$ cat src/rtl/regfile_wb_arbiter_pkg.sv
// Shared writeback-path types and widths for the register file write arbiter.
package regfile_wb_arbiter_pkg;

  localparam int XLEN    = 32;
  localparam int REG_AW  = 5;
  localparam int NUM_REQ = 2;

  // Requester indices; the ALU wins the first contention after reset.
  localparam logic REQ_ALU = 1'b0;
  localparam logic REQ_LSU = 1'b1;

  typedef struct packed {
    logic [REG_AW-1:0] rd;
    logic [XLEN-1:0]   data;
  } wb_req_t;

endpackage

$ cat src/rtl/regfile_wb_arbiter_wb_slot.sv
// One-entry writeback holding buffer with valid/ready intake; refills in the cycle it drains.
module wb_slot
  import regfile_wb_arbiter_pkg::*;
(
  input  logic    clk,
  input  logic    rst,
  input  logic    clk_en,
  input  logic    in_valid,
  input  wb_req_t in_req,
  output logic    in_ready,
  input  logic    grant,
  output logic    buf_v,
  output wb_req_t buf_q
);

  assign in_ready = clk_en & ~rst & (~buf_v | grant);

  always_ff @(posedge clk) begin
    if (rst) begin
      buf_v <= 1'b0;
      buf_q <= '0;
    end else if (clk_en) begin
      if (in_valid && in_ready) begin
        // x0 writes are swallowed: accepted upstream but never held.
        buf_v <= (in_req.rd != '0);
        buf_q <= in_req;
      end else if (grant) begin
        buf_v <= 1'b0;
      end
    end
  end

endmodule

$ cat src/rtl/regfile_wb_arbiter.sv
// Round-robin share of the register file write port between ALU and LSU writeback.
module regfile_wb_arbiter #(
  parameter int XLEN   = 32,
  parameter int REG_AW = 5
) (
  input  logic                 clk,
  input  logic                 rst,
  input  logic                 clk_en,
  input  logic                 alu_valid,
  output logic                 alu_ready,
  input  logic [REG_AW-1:0]    alu_rd,
  input  logic [XLEN-1:0]      alu_data,
  input  logic                 lsu_valid,
  output logic                 lsu_ready,
  input  logic [REG_AW-1:0]    lsu_rd,
  input  logic [XLEN-1:0]      lsu_data,
  output logic                 rf_we,
  output logic [REG_AW-1:0]    rf_rd_addr,
  output logic [XLEN-1:0]      rf_data,
  output logic [2**REG_AW-1:0] pending
);
  import regfile_wb_arbiter_pkg::*;

  logic [NUM_REQ-1:0] in_valid, in_ready, grant, buf_v;
  wb_req_t            in_req [NUM_REQ];
  wb_req_t            buf_q  [NUM_REQ];
  logic               last_grant;

  assign in_valid = {lsu_valid, alu_valid};
  assign in_req[REQ_ALU] = '{rd: alu_rd, data: alu_data};
  assign in_req[REQ_LSU] = '{rd: lsu_rd, data: lsu_data};
  assign alu_ready = in_ready[REQ_ALU];
  assign lsu_ready = in_ready[REQ_LSU];

  for (genvar i = 0; i < NUM_REQ; i++) begin : g_slot
    wb_slot u_slot (
      .clk      (clk),
      .clk_en   (clk_en),
      .rst      (rst),
      .in_valid (in_valid[i]),
      .in_req   (in_req[i]),
      .in_ready (in_ready[i]),
      .grant    (grant[i]),
      .buf_v    (buf_v[i]),
      .buf_q    (buf_q[i])
    );
  end

  // Grants are qualified by clk_en: the register file forwards on we alone.
  always_comb begin
    grant = '0;
    if (clk_en && !rst) begin
      if (&buf_v) grant[~last_grant] = 1'b1;
      else        grant = buf_v;
    end
  end

  assign rf_we      = |grant;
  assign rf_rd_addr = grant[REQ_LSU] ? buf_q[REQ_LSU].rd   : buf_q[REQ_ALU].rd;
  assign rf_data    = grant[REQ_LSU] ? buf_q[REQ_LSU].data : buf_q[REQ_ALU].data;

  always_ff @(posedge clk) begin
    if (rst)                   last_grant <= REQ_LSU;
    else if (clk_en && rf_we)  last_grant <= grant[REQ_LSU];
  end

  always_comb begin
    pending = '0;
    for (int i = 0; i < NUM_REQ; i++)
      if (buf_v[i]) pending[buf_q[i].rd] = 1'b1;
    pending[0] = 1'b0;
  end

endmodule
$ cat config.mk
export PLATFORM = sky130hd
export DESIGN_NAME = regfile_wb_arbiter
export DESIGN_NICKNAME = d
export VERILOG_FILES = /design/src/rtl/regfile_wb_arbiter_pkg.sv /design/src/rtl/regfile_wb_arbiter_wb_slot.sv /design/src/rtl/regfile_wb_arbiter.sv
export SDC_FILE = /design/constraint.sdc
export NUM_CORES = 1
export LEC_CHECK = 0
export BUFFER_PORTS_ARGS = -buffer_cell sky130_fd_sc_hd__buf_2
export CAP_MARGIN = 20
export CORE_MARGIN = 1
export CORE_UTILIZATION = 35
export CTS_BUF_LIST = sky130_fd_sc_hd__clkbuf_8
export DETAILED_ROUTE_END_ITERATION = 10
export GPL_TIMING_DRIVEN = 0
export PLACE_DENSITY_LB_ADDON = 0.05
export SLEW_MARGIN = 10
export SYNTH_ARGS = -nofsm -noshare
export SYNTH_HDL_FRONTEND = slang
export SYNTH_SLANG_ARGS = --single-unit
$ cat constraint.sdc
create_clock -name clk -period 3.3 [get_ports clk]
set_input_delay 0 -clock clk [delete_from_list [all_inputs] [get_ports clk]]
set_output_delay 0 -clock clk [all_outputs]
set_load 0.05 [all_outputs]
Yosys cells after proc, flatten, opt, wreduce, memory -nomap -nowiden
Cells that the tools add are included.
Widths: inputs -> output; s select.

storage, ports and cells
  flip-flop bits (word level) = 77
  output and inout bits = 72
  bits of input ports = 79
  logic and storage cells = 57

operators by class
  mux-type cells = 16
  $lt $le $gt $ge = 6
  reduce and logical (&&, ||, !) cells = 18
  bitwise gates (word level) = 10

operators with widths
  operator            number
  $mux 32             3
  $or 32x32->32       1
  $lt 5x6->1 const B  2
  $demux 1 s5         2
  $ge 5x1->1 const B  2
  $reduce_and 2->1    5
  $reduce_bool 5->1   2
  $logic_and 1x1->1   7
  $mux 1              7
  $mux 5              1
  $mux 2              2
  $not 1->1           4
  $reduce_bool 2->1   2
  $and 1x1->1         3
  $lt 1x2->1 const B  1
  $or 1x1->1          2
  $reduce_or 2->1     1
  $demux 1 s1         1
  $ge 1x1->1 const B  1
  $logic_not 1->1     1

Logic depth before layout (Yosys ltp)
Gate-level depths: netlist (run 1).

  depth in word-level cells = 12
  depth in mapped cells = 6
  depth with buffers taken out = 3

Modules after synthesis
A second synthesis (run 1) with hierarchy kept.

unflattened totals
  cell total of the unflattened synthesis = 490
  area total of the unflattened synthesis = 4,413.0 um^2

modules (own cells, without submodules)
  module              times used  area an instance (um^2)  cells an instance  sequential area each (um^2)
  wb_slot             2           1,700.4                  187                760.7
  regfile_wb_arbiter  1           1,012.2                  116                20.0

Worst setup path before layout (run 1)
OpenSTA, ideal clock, no wires.

  path type = register to output
  start point = register g_slot[1].u_slot.buf_v
  end point = output port pending[12]
  path buffers = 2
  cell stages (with the launch flop) = 5
  arrival = 1.876 ns
  setup slack = 1.424 ns
  data required time = 3.300 ns
  cell sequence = dfxtp_1 buf_2 or3b_2 clkbuf_1 o22ai_1

on the way
  cells in the longest elaborated chain, start to end = 1

ends and longest elaborated chain
  what                    RTL line                          text
  from (decl)             regfile_wb_arbiter_wb_slot.sv:12  output logic buf_v,
  from (signal assigned)  regfile_wb_arbiter_wb_slot.sv:25  buf_v <= (in_req.rd != '0);
  $mux 32                 regfile_wb_arbiter.sv:70          if (buf_v[i]) pending[buf_q[i].rd] = 1'b1;
  to (decl)               regfile_wb_arbiter.sv:20          output logic [2**REG_AW-1:0] pending

No other way between the ends.

Worst setup path in the final report (run 1)
  start point = register g_slot[0].u_slot.buf_v
  end point = output port rf_data[11]

on the way
  cells in the longest elaborated chain, start to end = 4

ends and longest elaborated chain
  what                    RTL line                          text
  from (decl)             regfile_wb_arbiter_wb_slot.sv:12
  from (signal assigned)  regfile_wb_arbiter_wb_slot.sv:25
  $reduce_and 2->1        regfile_wb_arbiter.sv:53          if (&buf_v) grant[~last_grant] = 1'b1;
  $mux 2                  regfile_wb_arbiter.sv:53
  $mux 2                  regfile_wb_arbiter.sv:52          if (clk_en && !rst) begin
  $mux 32                 regfile_wb_arbiter.sv:60          assign rf_data = grant[REQ_LSU] ? buf_q[REQ_LSU].data : buf_q[REQ_ALU].data;
  to (decl)               regfile_wb_arbiter.sv:19          output logic [XLEN-1:0] rf_data,

No other way between the ends.

==> results of run 1 <==
## worst max path at each step
stage,start,end,slack (ns),depth (start not counted)
after global placement,g_slot[0].u_slot.buf_v,rf_data[28],1.31,6
final,g_slot[0].u_slot.buf_v,rf_data[11],0.96,6
after floorplan,g_slot[1].u_slot.buf_v,pending[12],1.42,4
after global routing,g_slot[0].u_slot.buf_v,rf_data[11],0.82,6
after CTS,g_slot[0].u_slot.buf_v,rf_data[11],0.92,6
after detailed placement,g_slot[0].u_slot.buf_v,rf_data[28],1.32,6
## where the power goes
part           switching (mW)  internal [mW]  total (mW)
combinational           0.197          0.159       0.356
sequential             0.0151          0.959       0.975
clock                   0.350          0.367       0.717
total                   0.562           1.49        2.05
## worst register-to-register path: stages (launching register included)
cell and delay (ns):
dfxtp_1 0.37, and3b_1 0.24, clkbuf_1 0.43, clkbuf_1 0.41, o21ai_0 0.16, a21oi_1 0.17
## area by class of cell
cell class | instances | area (um^2)
Fill cell | 1070 | 5050
Multi-Input combinational cell | 345 | 2080
Sequential cell | 77 | 1540
Timing Repair Buffer | 223 | 1490
Buffer | 53 | 243
Tap cell | 140 | 175
Clock buffer | 10 | 138
Clock inverter | 6 | 62.6
Inverter | 1 | 3.75
Antenna cell | 1 | 2.50
## state kept, by name, summed over array words and instances (netlist names)
register,cells
last_grant,1
g_slot.u_slot.buf_q,74
g_slot.u_slot.buf_v,2
## routing by layer
metal	global-route usage [%]	wire length, um	part of all wire [%]
met1	30.3	5950	45
met2	38.8	6420	48
met3	4.01	787	5.9
met4	7.24	123	0.93
met5	0	0	0
## cell usage in the layout, fill, tap and decap left out, drive strengths merged, types with 6 or more instances in the layout
cell,count
nand3b,13
dfxtp,77
mux2,37
nand3,79
o22ai,31
a21oi,78
buf,167
nor2,6
o21ai,76
or3b,6
dlygate4sd3,75
clkbuf,44
## kinds of logic after synthesis
group                  Yosys count  share of synthesized area [%]
other                            1                         0.0969
muxes                           37                           10.8
DFF                             77                           39.8
AOI/OAI and AO/OA              187                           25.3
and+or+nand+nor                120                           17.6
buffers and inverters           54                           6.37
## stage by stage
| step | cells | worst slack [ns] | utilization, % | area [um^2] |
|---|---|---|---|---|
| floorplan | 476 | 1.42 | - | 3870 |
| global placement | 764 | 1.31 | 44.4 | 4790 |
| detailed placement | 764 | 1.32 | 44.4 | 4790 |
| CTS | 855 | 0.918 | 53.2 | 5740 |
| global route | 856 | 0.821 | 53.2 | 5740 |
| finish | 856 | 0.962 | 53.2 | 5740 |
==> flow_metrics.py, run 1 <==
metrics = {
    "global_route": {
        "antenna_found_initial": 1,
        "grt_max_degree": 14,
        "grt_remaining_overflow": 0,
        "grt_pass1_wl_um": 20700,
        "grt_pass1_vias": 4182,
        "grt_util_all_layers_pct": 23.2,
    },
    "logic_synthesis": {
        "synth_common_cells": "79 x nand3_1, 78 x a21oi_1, 77 x dfxtp_1",
        "yosys_register_bits": 77,
        "synth.most_common_cell": "nand3_1",
        "synth_edf_count": 0,
        "syn_inst": 476,
        "yosys_warnings": 0,
        "synth.distinct_cells": 28,
        "yosysTopAreaCell": "dfxtp_1",
        "yosys-top-cells-area": "dfxtp_1 40%, nand3_1 10%, a21oi_1 10%",
        "synth_area_per_cell_um2": 8.13,
        "synth_area_mm2": 0.00387,
        "synth_top_cell_area_share_pct": 39.8,
        "syn_nets": 555,
        "ys_seq_area_share_pct": 39.8,
        "synthFlopType": "dfxtp_1",
        "async_reset_ff_share_pct": 0,
    },
    "timing": {
        "finalClockSkew_ns": 0.00638,
        "setup_viol": 0,
        "relSlewSlack_pct": 58.6,
        "final_max_slew_viol_count": 0,
        "hold_viol": 0,
        "worst_pin_slew_ns": 0.618,
        "whs_ns": 0.0300,
        "final.setup.tns_ns": 0,
        "fin_crit_ns": 2.34,
        "rsz0062_at_grt": "no",
        "finalCritPeriodShare_pct": 70.8,
        "max_freq_ghz": 0.428,
    },
    "cells_and_area": {
        "nNetsFinal": 789,
        "drive_above_1_share_pct": 30.1,
        "areaGrowthSynthToFinish_pct": 48.3,
    },
    "route": {
        "drt_first_iter_violations": 283,
        "viasPerCell": 5.28,
        "drcViolationCount": 0,
        "drt-pass1-iter-count": 5,
        "wirelength_um": 13300,
        "postRouteAntennaNets": 0,
        "vias": 4516,
        "post_drt_wl_per_cell_um": 15.5,
    },
    "worst_setup_path": {
        "critPathKind": "flop to output port",
        "slowest_stage": "nor3_4",
        "reg2reg_to": "g_slot[0].u_slot.buf_q[3]",
        "end_kind": "output port",
        "max_stage_delay_ns": 0.53,
        "timing.reg2reg.setup_slack_ns": 1.45,
        "cp_data_required_time_ns": 3.30,
        "path_buf_inv": 3,
        "r2r.worst_path.cells": 5,
        "critPathArrivalTime_ns": 2.34,
        "crit_path_start_kind": "flop",
        "crit_top_cell": "buf_2",
        "cp_max_fo": 10,
        "r2r_start": "last_grant",
        "path_cells": "buf_2 -> and2_4 -> nor3_4 -> buf_6 -> mux2_2 -> buf_2",
        "path_delay_family": "simple AND/OR/NAND/NOR gates",
    },
    "power": {
        "peakVddDrop_mv": 0.203,
        "power_density_mw_per_mm2": 357,
        "static-leakage-power_nw": 2.37,
        "finalPower_mw": 2.05,
    },
    "clocking": {
        "cts_buffer_depth": 2,
        "clock_sinks": 77,
        "numCtsBuffers": 9,
        "cts_resized": 0,
        "root_buffer": "clkbuf_8",
        "cts_tree": "yes",
        "post-cts-setup-buffer-count": 0,
        "hold_buffers": 75,
        "clk-insertion-delay-late_ns": 0.35,
        "clk_pin_slew_ns": 0.08,
        "cts_max_level": 3,
    },
    "floorplanning": {
        "rows": 38,
        "fp.dieArea_mm2": 0.0115,
        "die_y_um": 107,
        "die_x_um": 107,
        "start_util_pct": 35.9,
        "coreArea_mm2": 0.0108,
        "pin_count": 151,
    },
    "min_path": {
        "holdPathEnd": "g_slot[1].u_slot.buf_v",
        "worstHoldStart": "clk_en",
        "holdPathStages": 3,
        "hold_path_class": "input port to flop",
    },
    "placed_design": {
        "io_buffers": 148,
        "hpwlAfterDp_um": 9080,
        "gp_congestion": 0.741,
    },
    "run_status": {
        "status": "finished clean",
    },
    "run": {
        "maxCapViolations": 0,
    },
}
No activity file was read; power rests on OpenSTA's default activity.
==> run 2: changes to the inputs <==
--- a/config.mk
+++ b/config.mk
@@ -5,6 +5,7 @@
 export SDC_FILE = /design/constraint.sdc
 export NUM_CORES = 1
 export LEC_CHECK = 0
+export ABC_AREA = 1
 export BUFFER_PORTS_ARGS = -buffer_cell sky130_fd_sc_hd__buf_2
 export CAP_MARGIN = 20
 export CORE_MARGIN = 1
==> constraint.sdc (replaced) <==
create_clock -name clk -period 2.05 [get_ports clk]
set_input_delay 0 -clock clk [delete_from_list [all_inputs] [get_ports clk]]
set_output_delay 0 -clock clk [all_outputs]
set_load 0.05 [all_outputs]
==> run 2 against run 1 <==
Compared with the run above:
- total power up 84%
- cell area up 5.8%
- critical path depth down 1
- via count up 6.5%
- routed wire length down 1.9%
- area after synthesis up 6.9%
- critical endpoint is now pending[30]
- utilization down 0.20 points
- largest cell class unchanged
- first-iteration DRC count up 21%
- die area up 6.7%
- sequential power up 63%
==> flow_metrics.py, run 2 <==
metrics = {
    "route": {
        "viasPerCell": 4.53,
        "drcViolationCount": 0,
        "drt_first_iter_violations": 343,
        "vias": 4809,
        "drt-pass1-iter-count": 5,
        "wirelength_um": 13000,
        "post_drt_wl_per_cell_um": 12.3,
        "postRouteAntennaNets": 0,
    },
    "logic_synthesis": {
        "syn_nets": 762,
        "synth.most_common_cell": "nand2_1",
        "synthFlopType": "dfxtp_1",
        "synth_area_mm2": 0.00414,
        "synth_top_cell_area_share_pct": 37.3,
        "async_reset_ff_share_pct": 0,
        "synth_edf_count": 0,
        "synth_area_per_cell_um2": 6.06,
        "yosys_warnings": 0,
        "yosysTopAreaCell": "dfxtp_1",
        "yosys_register_bits": 77,
        "synth.distinct_cells": 21,
        "synth_common_cells": "224 x nand2_1, 120 x inv_1, 77 x dfxtp_1",
        "ys_seq_area_share_pct": 37.3,
        "yosys-top-cells-area": "dfxtp_1 37%, nand2_1 20%, inv_1 11%",
        "syn_inst": 683,
    },
    "placed_design": {
        "io_buffers": 149,
        "gp_congestion": 0.837,
        "hpwlAfterDp_um": 9260,
        "post_dp_cell_area_mm2": 0.00506,
    },
    "floorplanning": {
        "start_util_pct": 36.1,
        "coreArea_mm2": 0.0115,
        "die_y_um": 111,
        "rows": 39,
        "fp.dieArea_mm2": 0.0123,
        "pin_count": 151,
        "die_x_um": 111,
    },
    "cells_and_area": {
        "fin_util_pct": 53.0,
        "n_antenna_cell": 0,
        "top_regs": "g_slot.u_slot.buf_q (74), g_slot.u_slot.buf_v (2), last_grant (1)",
        "fillCellCount": 1211,
        "largest_register_ffs": 74,
        "areaGrowthSynthToFinish_pct": 46.9,
        "final_cell_mix": "224 x nand2_1, 161 x buf_2, 120 x inv_1",
        "nNetsFinal": 994,
        "drive_above_1_share_pct": 22.0,
        "multi_input_area_mm2": 0.00198,
        "final_common_cell": "nand2_1",
        "final_design_area_no_fill_mm2": 0.00608,
        "regArea_mm2": 0.00154,
        "top_register": "g_slot.u_slot.buf_q",
    },
    "worst_setup_path": {
        "crit_path_start_kind": "flop",
        "cp_max_fo": 6,
        "critPathKind": "flop to output port",
        "end_kind": "output port",
        "cp_data_required_time_ns": 2.05,
        "critPathArrivalTime_ns": 1.94,
    },
    "global_route": {
        "grt_pass1_wl_um": 21400,
        "grt_max_degree": 13,
        "grt_util_all_layers_pct": 21.6,
        "antenna_found_initial": 0,
        "grt_pass1_vias": 4537,
        "grt_remaining_overflow": 0,
    },
    "power": {
        "peakVddDrop_mv": 0.559,
        "power_density_mw_per_mm2": 619,
        "finalPower_mw": 3.76,
        "static-leakage-power_nw": 3.02,
    },
    "timing": {
        "final_max_slew_viol_count": 0,
        "worst_pin_slew_ns": 0.586,
        "fin_crit_ns": 1.94,
        "max_freq_ghz": 0.517,
        "finalClockSkew_ns": 0.00452,
        "finalCritPeriodShare_pct": 94.4,
        "setup_viol": 0,
        "hold_viol": 0,
        "relSlewSlack_pct": 60.9,
    },
    "clocking": {
        "post-cts-setup-buffer-count": 0,
        "cts_tree": "yes",
        "clock_sinks": 77,
        "numCtsBuffers": 9,
        "cts_buffer_depth": 2,
        "cts_max_level": 3,
        "root_buffer": "clkbuf_8",
        "clk_pin_slew_ns": 0.07,
        "clk-insertion-delay-late_ns": 0.35,
    },
    "run": {
        "maxCapViolations": 0,
    },
    "run_status": {
        "status": "finished clean",
    },
    "min_path": {
        "hold_path_class": "input port to flop",
    },
}
[run 2: cell count changes after synthesis, sizes merged, moves of 12 or more]
cell,delta
a21oi,-39
nor2,+38
nand3,-24
nand3b,-13
nor3,+12
inv,+122
mux2,-37
o22ai,-31
nand2,+222
clkbuf,-24
[run 2: report_power, final]
| group | internal, mW | leakage (nW) | total (mW) | switching [mW] |
|---|---|---|---|---|
| clock network | 0.867 | 0.125 | 1.43 | 0.559 |
| registers | 1.56 | 0.628 | 1.59 | 0.0334 |
| logic | 0.285 | 2.26 | 0.741 | 0.456 |
[run 2: per-layer routing]
layer  GRT usage (%)  up-vias  routed length, um
met5               0        -                  0
li1                -     2542                  -
met4            5.16        0                161
met1            26.8     2114               6070
met2            37.1      143               6040
met3            5.96       10                753
[run 2: cell families (layout without fill, tap and decap cells)]
logic type             Yosys count  in the layout  synth area share (%)
and+or+nand+nor                337            337                  33.6
buffers and inverters          158            394                  15.7
AOI/OAI and AO/OA              110            110                  13.4
DFF                             77             77                  37.3
other                            1              1                0.0907
[run 2: layout make-up]
cell class,instances,area share (%)
Inverter,123,7.64
Clock buffer,11,2.49
Timing Repair Buffer,221,24.3
Tap cell,143,2.94
Buffer,35,3.15
Sequential cell,77,25.4
Clock inverter,4,1.57
Multi-Input combinational cell,448,32.5
[run 2: final timing paths]
| kind | from | end | slack, ns | depth (start not counted) |
|---|---|---|---|---|
| max | g_slot[0].u_slot.buf_q[36] | pending[30] | 0.11 | 5 |
| max reg2reg | g_slot[1].u_slot.buf_v | g_slot[0].u_slot.buf_q[18] | 0.51 | 9 |
| min | alu_data[31] | g_slot[0].u_slot.buf_q[31] | 0.01 | 5 |
| min reg2reg | g_slot[1].u_slot.buf_q[14] | g_slot[1].u_slot.buf_q[14] | 0.47 | 2 |
[run 2: per-stage QoR]
step | instances | setup slack [ns] | TNS (ns) | hold slack (ns)
3_5_place_dp | 975 | 0.359 | 0 | 0.253
5_1_grt | 1062 | -0.00359 | -0.00359 | 0.0460
3_3_place_gp | 975 | 0.390 | 0 | 0.251
6_report | 1062 | 0.114 | 0 | 0.0134
4_1_cts | 1062 | 0.0183 | 0 | 0.00325
2_1_floorplan | 683 | 0.128 | 0 | 0.143
[run 2: what timing repair did]
action | 4_1_cts | 5_1_grt
endpoints found under the hold margin | 72 | 0
hold buffers | 72 | 0
endpoints found under the setup margin | 2 | 54
resized for setup | 2 | 12
[run 2: critical path, stage by stage (launching register included)]
cell and delay (ns):
dfxtp_1 0.44, inv_1 0.15, nor3_1 0.49, nand2_1 0.11
o21ai_0 0.11, buf_2 0.29
==> run 3: changes to the inputs <==
--- a/config.mk
+++ b/config.mk
@@ -5,7 +5,6 @@
 export SDC_FILE = /design/constraint.sdc
 export NUM_CORES = 1
 export LEC_CHECK = 0
-export ABC_AREA = 1
 export BUFFER_PORTS_ARGS = -buffer_cell sky130_fd_sc_hd__buf_2
 export CAP_MARGIN = 20
 export CORE_MARGIN = 1
@@ -13,6 +12,7 @@
 export CTS_BUF_LIST = sky130_fd_sc_hd__clkbuf_8
 export DETAILED_ROUTE_END_ITERATION = 10
 export GPL_TIMING_DRIVEN = 0
+export HOLD_SLACK_MARGIN = 0.08
 export PLACE_DENSITY_LB_ADDON = 0.05
 export SLEW_MARGIN = 10
 export SYNTH_ARGS = -nofsm -noshare
==> run 3 against run 2 <==
Compared with the run above:
- register-to-register slack got worse by 0.19 ns
- cell area down 1.9%
- first-iteration DRC count down 13%
- worst setup slack worse by 0.052 ns
- hold slack improved by 0.35 ns
- clock power shrank 19%
- via count is 6.1% lower
- critical endpoint is now rf_data[30]
- largest power group unchanged
==> flow_metrics.py, run 3 (synthesized netlist as in run 1, its figures left out) <==
metrics = {
    "power": {
        "power_density_mw_per_mm2": 559,
        "peakVddDrop_mv": 0.337,
        "p_sw_uw": 917,
        "intPower_mw": 2.42,
        "sw_frac_of_total_pct": 27.5,
        "comb_power_share_pct": 18.1,
        "static-leakage-power_nw": 2.42,
        "p_clk_share_pct": 34.8,
        "seqPwrFrac_pct": 47.1,
        "finalPower_mw": 3.33,
    },
    "cells_and_area": {
        "regArea_mm2": 0.00154,
        "final_cell_mix": "121 x buf_2, 79 x nand3_1, 78 x a21oi_1",
        "fin_util_pct": 55.2,
        "multi_input_area_mm2": 0.00208,
        "largest_register_ffs": 74,
        "final_design_area_no_fill_mm2": 0.00596,
        "top_register": "g_slot.u_slot.buf_q",
        "instances_no_fill": 858,
        "drive_above_1_share_pct": 31.1,
        "top_regs": "g_slot.u_slot.buf_q (74), g_slot.u_slot.buf_v (2), last_grant (1)",
        "fillCellCount": 1061,
        "nNetsFinal": 791,
        "final_common_cell": "buf_2",
        "areaGrowthSynthToFinish_pct": 54.0,
    },
    "global_route": {
        "grt_pass1_wl_um": 20900,
        "grt_remaining_overflow": 0,
        "grt_use_met3_pct": 3.83,
        "globalRouteMet2Util_pct": 39.2,
        "grt_pass1_vias": 4234,
        "antenna_found_initial": 1,
        "grt_util_all_layers_pct": 23.5,
        "grt_max_degree": 14,
        "top_usage_layer": "met2",
        "met1_usage_pct": 30.6,
    },
    "clocking": {
        "clk-insertion-delay-late_ns": 0.35,
        "cts_max_level": 3,
        "clk_pin_slew_ns": 0.08,
        "cts_tree": "yes",
        "cts_buffer_depth": 2,
        "clock_sinks": 77,
        "root_buffer": "clkbuf_8",
        "numCtsBuffers": 9,
    },
    "route": {
        "vias": 4517,
        "wirelength_um": 13500,
        "viasPerCell": 5.26,
        "drt-pass1-iter-count": 4,
        "drcViolationCount": 0,
        "post_drt_wl_per_cell_um": 15.8,
        "postRouteAntennaNets": 0,
        "drt_first_iter_violations": 299,
    },
    "worst_setup_path": {
        "critPathArrivalTime_ns": 1.99,
        "cp_max_fo": 10,
        "r2r_start": "last_grant",
        "reg2reg_to": "g_slot[0].u_slot.buf_q[0]",
        "critPathKind": "flop to output port",
        "end_kind": "output port",
        "cp_data_required_time_ns": 2.05,
        "r2r.worst_path.cells": 4,
        "timing.reg2reg.setup_slack_ns": 0.32,
        "crit_path_start_kind": "flop",
    },
    "min_path": {
        "holdPathStages": 5,
        "holdPathEnd": "g_slot[0].u_slot.buf_q[23]",
        "worstHoldStart": "alu_valid",
        "hold_path_class": "input port to flop",
    },
    "timing": {
        "rsz0062_at_grt": "yes",
        "finalClockSkew_ns": 0.00832,
        "final.setup.tns_ns": 0,
        "final_max_slew_viol_count": 0,
        "worst_pin_slew_ns": 0.601,
        "relSlewSlack_pct": 59.9,
        "hold_viol": 0,
        "setup_viol": 0,
        "fin_crit_ns": 1.99,
        "finalCritPeriodShare_pct": 97.0,
        "max_freq_ghz": 0.503,
    },
    "placed_design": {
        "gp_congestion": 0.741,
        "dp.cells": 764,
        "hpwlAfterDp_um": 9080,
        "post_dp_cell_area_mm2": 0.00479,
        "io_buffers": 148,
    },
    "floorplanning": {
        "die_y_um": 107,
        "rows": 38,
        "coreArea_mm2": 0.0108,
        "pin_count": 151,
        "fp.dieArea_mm2": 0.0115,
        "die_x_um": 107,
        "start_util_pct": 35.9,
    },
    "run_status": {
        "status": "finished clean",
    },
    "run": {
        "maxCapViolations": 0,
    },
}
[run 3: worst max path at each step]
stage,startpoint,endpoint,slack [ns]
4_1_cts,g_slot[0].u_slot.buf_v,rf_data[25],0.01
6_report,g_slot[0].u_slot.buf_v,rf_data[30],0.06
3_5_place_dp,g_slot[0].u_slot.buf_v,rf_data[28],0.07
5_1_grt,g_slot[0].u_slot.buf_v,rf_data[30],-0.03
2_1_floorplan,g_slot[1].u_slot.buf_v,pending[12],0.17
3_3_place_gp,g_slot[0].u_slot.buf_v,rf_data[28],0.06
[run 3: critical path, stage by stage, from the launching register on]
cell,delay [ns]
dfxtp_1,0.31
clkbuf_4,0.17
and2_4,0.16
nor3_4,0.15
buf_12,0.16
buf_4,0.16
mux2_1,0.33
buf_4,0.19
[run 3: power groups by stage]
| stage | Clock [mW] | Sequential, mW | Combinational, mW |
|---|---|---|---|
| global placement | 0 | 1.60 | 0.455 |
| detailed placement | 0 | 1.60 | 0.458 |
| global route | 1.25 | 1.58 | 0.648 |
| CTS | 1.18 | 1.57 | 0.576 |
| finish | 1.16 | 1.57 | 0.603 |
| floorplan | 0 | 1.59 | 0.300 |
[run 3: what timing repair did]
item,CTS,global route
setup endpoints to repair,45,44
endpoints found under the hold margin,77,0
hold buffers,77,0
buffers inserted,3,0
pin swaps,1,0
gates cloned,1,0
gates resized for setup,8,91
[run 3: cell type report]
type | instances | area share [%]
sequential | 77 | 25.9
antenna | 1 | 0.0420
tap | 140 | 2.94
inverter | 1 | 0.0630
clock inverter | 6 | 1.05
multi-input combinational | 345 | 34.9
buffer | 49 | 4.03
timing repair buffer | 229 | 28.8
clock buffer | 10 | 2.31
[run 3: metrics by stage]
stage / hold slack (ns) / worst slack, ns
floorplan: 0.148 / 0.174
global placement: 0.255 / 0.0633
detailed placement: 0.257 / 0.0676
CTS: 0.328 / 0.0118
global route: 0.392 / -0.0293
finish: 0.360 / 0.0625
[run 3: per-layer routing]
metal  share of wire [%]  vias to the layer above
met5                   0                        -
met1                  46                     2130
met4                0.56                        0
met2                  49                      146
met3                 5.1                        7
li1                    -                     2234
